$ cat src/rtl/quad_cnt_pkg.sv
// quad_cnt_pkg: shared types, BCD limits and load sanitising for the quad BCD counter
// Contents: bcd_digit_t, run_state_t, BCD_MAX/BCD_MIN, bcd_sanitize()
package quad_cnt_pkg;

    typedef logic [3:0] bcd_digit_t;

    typedef enum logic {STOPPED, RUNNING} run_state_t;

    localparam bcd_digit_t BCD_MAX = 4'd9;
    localparam bcd_digit_t BCD_MIN = 4'd0;

    function automatic bcd_digit_t bcd_sanitize(input bcd_digit_t n);
        return (n > BCD_MAX) ? BCD_MIN : n;
    endfunction

endpackage

$ cat src/rtl/bcd_digit.sv
// bcd_digit: one BCD digit register with clear, load and up/down step
// Ports: clk, rst (sync, active-high), clr, load, load_digit (already sanitised),
//        step (count this cycle), dn (1 = decrement), digit (registered value),
//        carry (combinational carry/borrow into the next digit)
module bcd_digit
    import quad_cnt_pkg::*;
(
    input  logic       clk,
    input  logic       rst,
    input  logic       clr,
    input  logic       load,
    input  bcd_digit_t load_digit,
    input  logic       step,
    input  logic       dn,
    output bcd_digit_t digit,
    output logic       carry
);

    assign carry = step && (dn ? digit == BCD_MIN : digit == BCD_MAX);

    always_ff @(posedge clk) begin
        if (rst || clr)
            digit <= BCD_MIN;
        else if (load)
            digit <= load_digit;
        else if (step)
            digit <= dn ? ((digit == BCD_MIN) ? BCD_MAX : digit - 4'd1)
                        : ((digit == BCD_MAX) ? BCD_MIN : digit + 4'd1);
    end

endmodule

$ cat src/rtl/quad_bcd_counter.sv
// quad_bcd_counter: NUM_DIGITS-digit packed-BCD counter with run/stop FSM, clear, load and wrap
// Ports: clk, rst (sync, active-high), en (count tick), start/stop (run control pulses),
//        clr, load, load_val (packed BCD, digit 0 in [3:0]), count (registered BCD),
//        running, wrap (roll-over pulse), load_err (invalid nibble pulse)
// Optional: QUAD_CNT_UPDOWN_EN adds input dn; dn=1 makes each counted tick decrement.
module quad_bcd_counter
    import quad_cnt_pkg::*;
#(
    parameter int NUM_DIGITS = 4
) (
    input  logic                    clk,
    input  logic                    rst,
    input  logic                    en,
    input  logic                    start,
    input  logic                    stop,
    input  logic                    clr,
    input  logic                    load,
    input  logic [4*NUM_DIGITS-1:0] load_val,
`ifdef QUAD_CNT_UPDOWN_EN
    input  logic                    dn,
`endif
    output logic [4*NUM_DIGITS-1:0] count,
    output logic                    running,
    output logic                    wrap,
    output logic                    load_err
);

    logic                  down;
    run_state_t            state;
    logic [NUM_DIGITS:0]   step;
    logic [NUM_DIGITS-1:0] bad;

`ifdef QUAD_CNT_UPDOWN_EN
    assign down = dn;
`else
    assign down = 1'b0;
`endif

    // Uses the pre-edge state, so a start never counts the same-cycle tick
    // while a stop still lets it through; clr and load swallow the tick.
    assign step[0] = en && state == RUNNING && !clr && !load;

    for (genvar i = 0; i < NUM_DIGITS; i++) begin : g_digit
        bcd_digit_t ld;
        assign ld     = bcd_sanitize(load_val[4*i +: 4]);
        assign bad[i] = load_val[4*i +: 4] > BCD_MAX;
        bcd_digit u_digit (
            .clk        (clk),
            .rst        (rst),
            .clr        (clr),
            .load       (load),
            .load_digit (ld),
            .step       (step[i]),
            .dn         (down),
            .digit      (count[4*i +: 4]),
            .carry      (step[i+1])
        );
    end

    // Carry out of the top digit only happens on all-9s up or all-0s down.
    always_ff @(posedge clk) begin
        if (rst) begin
            state    <= STOPPED;
            running  <= 1'b0;
            wrap     <= 1'b0;
            load_err <= 1'b0;
        end else begin
            state    <= stop ? STOPPED : start ? RUNNING : state;
            running  <= !stop && (start || state == RUNNING);
            wrap     <= step[NUM_DIGITS];
            load_err <= load && !clr && |bad;
        end
    end

endmodule

$ cat config.mk
export PLATFORM = sky130hd
export DESIGN_NAME = quad_bcd_counter
export DESIGN_NICKNAME = d
export VERILOG_FILES = /design/src/rtl/quad_cnt_pkg.sv /design/src/rtl/bcd_digit.sv /design/src/rtl/quad_bcd_counter.sv
export SDC_FILE = /design/constraint.sdc
export NUM_CORES = 1
export LEC_CHECK = 0
export ABC_AREA = 1
export CAP_MARGIN = 20
export CORE_MARGIN = 3
export CORE_UTILIZATION = 30
export CTS_CLUSTER_DIAMETER = 80
export DETAILED_ROUTE_END_ITERATION = 16
export PLACE_DENSITY_LB_ADDON = 0.15
export RECOVER_POWER = 50
export SLEW_MARGIN = 20
export SYNTH_ARGS = -nofsm -noshare
export SYNTH_HDL_FRONTEND = slang
export SYNTH_HIERARCHICAL = 1
export SYNTH_SLANG_ARGS = --single-unit
export TNS_END_PERCENT = 1
$ cat constraint.sdc
create_clock -name clk -period 2.5 [get_ports clk]
set_clock_uncertainty 0.05 [all_clocks]
set_input_delay 0.75 -clock clk [delete_from_list [all_inputs] [get_ports clk]]
set_output_delay 0.75 -clock clk [all_outputs]
set_load 0.03 [all_outputs]
==> key figures <==
Place
  – Placed cell area: ~2300 um2
  – GP Congestion: roughly 0.87
  – IO Port Bufs: 41
  – DP Cell Count: 456
  – DP Wirelength: around 3.6 mm

Timing
  – Setup TNS: 0 ns
  – Final hold vios: 0
  – Maximum clock frequency: 427 MHz
  – Min cycle time layout: about 2.3 ns
  – Max Slew Vio Count: 0
  – Crit share post-route: 0.937
  – RSZ-0062 raised after global routing: no
  – Final Setup Violations: 0

Critical path
  – Critical path's slowest cell: nor3_4
  – Worst r2r path cells: 11
  – Critical path peak fanout: 5
  – Worst Path Required: 2.60 ns
  – RR Startpoint: state$_SDFFE_PP0P_
  – Startpoint Class: input port
  – WP data arrival: 2.44 ns
  – CP peak stage delay: 0.26 ns
  – Reg2reg end: g_digit[3].u_digit/digit[3]$_SDFFE_PP0P_
  – Crit-path cells: dlymetal6s2s_1, nand2_1, nor3_2, inv_2, nor3_4, inv_2, nor3_4, inv_2, nor3_4, nor2_4, a22oi_1, a21oi_2
  – WS Path Type: in2reg
  – Reg-to-reg setup timing slack: roughly 0.40 ns
  – Critical path capture point type: register

Yosys
  – Fraction of the yosys area taken by sequential cells: 0.241
  – Synth Area in Adders: 0
  – Post-Synthesis Cells: 318
  – Synth top area share: 0.253
  – FF+latch count, synth: 20
  – Synth Area in XOR/XNOR: 0
  – Post-synthesis simple-gate area fraction: 0.492
  – Synth warnings: 6
  – Main combinational cell family by area after synthesis: simple AND/OR/NAND/NOR gates
  – Main area contributors after synthesis: nand2_1 25%, dfxtp_1 24%, inv_1 12%
  – Proportion of synthesized area in mux cells: 0
  – Synth Area per Inst: 5.23 um2
  – Synth Area in Compound Gates: 0.127
  – Post-synth cell types: 15
  – Area leader, netlist: nand2_1
  – Cell area after synthesis: about 1700 um2

Floorplan
  – Die Wd: 80.5 um
  – Total core area: 5240 um2
  – Full die area: 6480 um2
  – Row Count: 26
  – Die H: 80.5 um
  – Initial core utilization: 0.318
  – Ports: 42

Cells and area
  – Ant. Diodes: 0
  – Final Non-Filler Cells: 464
  – Layout area overhead: 48.9%
  – Final Instance Area: between 2000 and 2500 um2
  – Share of cells above drive strength 1: 0.124
  – Fin nets: 418

Power
  – Maximum vdd ir drop: between 300 and 400 uV
  – Leak: approximately 1.2 nW
  – Pwr dens: 355 nW/um2

GRT
  – Total congestion overflow: 0
  – Largest net degree at the start of global routing: 30
  – Total Routing Usage GR: 0.143
  – Number of global-route vias before repair: 1,770
  – Initial antenna violation count: 0
  – First-pass GRT wire length: about 7.6 mm

CTS
  – Clock-pin slew on the worst setup and hold paths: 0.07 ns
  – Insertion delay to the later sink of the worst-skew pair: 0.26 ns
  – # hold bufs at CTS: 0
  – Root Buffer: clkbuf_8
  – CTS Buf Count: 3
  – Clock sink total: 20
  – # H-tree levels: 1
  – Clock Path Buffers: 2
  – CTS tree: built

Routing
  – DR vias: a little over 2,000
  – Vias per inst: 4.37
  – Pre-antenna DRT Iters: 4
  – DRC: 0
  – Initial DRC Count: 67
  – Routed len/inst: 9.77 um
  – ANT nets after route: 0
  – WL final: 4.53 mm

Worst hold path
  – Worst Hold Class: reg2reg
  – Worst hold path depth: 2
  – Hold worst-path end: running$_SDFF_PP0_
  – Worst Hold Launch: state$_SDFFE_PP0P_

Outcome
  – Status: completed

Run
  – Max-capacitance violation count: 0
worst max-delay path: cells and delay by family:
family | cells | cell delay (ns)
simple gates | 6 | 1.08
buf+inv | 4 | 0.33
compound gates | 2 | 0.27
flip-flops by register name, indices dropped and copies added (netlist names):
| signal | cells |
|---|---|
| g_digit.u_digit/digit | 16 |
| running | 1 |
| load_err | 1 |
| wrap | 1 |
| state | 1 |
report_power, final:
group	internal, mW	switching (mW)	total [mW]
Clock	0.214	0.110	0.323
Sequential	0.327	0.00969	0.337
Combinational	0.0944	0.126	0.221
logic make-up (layout without fill, tap and decap cells):
family	Yosys count	count (layout)
AND/OR/NAND/NOR	200	200
buffers and inverters	61	122
AO/OA/AOI/OAI	36	36
flip-flops	20	20
other	1	16
worst max-delay path by stage:
stage,from,end,slack [ns],cells past startpoint
finish,en,g_digit[3].u_digit/digit[3]$_SDFFE_PP0P_,0.16,12
global route,en,g_digit[3].u_digit/digit[0]$_SDFFE_PP0P_,0.001,14
CTS,load,wrap$_SDFF_PP0_,0.002,12
detailed placement,load,g_digit[3].u_digit/digit[0]$_SDFFE_PP0P_,-0.72,13
global placement,load,g_digit[3].u_digit/digit[0]$_SDFFE_PP0P_,-0.58,13
floorplan,load,g_digit[3].u_digit/digit[0]$_SDFFE_PP0P_,0.05,12
cell type report:
class	instances	area, um2
clock inverters	1	30.0
repair buffers	57	538
multi-input cells	252	1150
inverters	61	229
well taps	70	87.6
fillers	575	2760
clock buffers	3	41.3
flip-flops and latches	20	400
per-stage QoR:
stage / setup slack [ns] / util / power [mW] / hold slack [ns]
3_3_place_gp: -0.580 / 0.441 / 0.560 / 0.471
3_5_place_dp: -0.725 / 0.441 / 0.559 / 0.492
6_report: 0.158 / 0.473 / 0.881 / 0.492
5_1_grt: 0.00134 / 0.473 / 0.934 / 0.517
4_1_cts: 0.00228 / 0.460 / 0.887 / 0.500
2_1_floorplan: 0.0493 / - / 0.465 / 0.448
placed cells by master (no fill, tap or decap), types with 4 or more instances in the layout:
master and n:
nand3_1 12, nor3_1 5, a21oi_1 15, a22oi_1 8, inv_1 51, nand4_1 8, dfxtp_1 20, inv_2 9
o21ai_0 4, o21ai_1 6, buf_4 16, conb_1 16, nor2_1 47, clkdlybuf4s50_1 36, nor2_2 9, nand2_1 111
metal layers:
layer,GRT usage,part of all wire,up-vias
met5,0,0,-
met4,0.0152,0.0040,0
met3,0.0325,0.038,2
met2,0.230,0.45,33
met1,0.200,0.51,870
li1,-,-,1121
repair_timing:
item | in CTS | in global routing
buffers inserted | 1 | 3
pin swaps | 3 | 11
endpoints found under the setup margin | 9 | 5
resized for setup | 5 | 17
synth_stat cells (all sizes together):
master,number
nor2,57
o21ai,12
nand2,112
a22oi,8
nand4,8
nand3,12
inv,61
nor3,11
dfxtp,20
conb,1
a21oi,16
No activity file was read; power rests on OpenSTA's default activity.
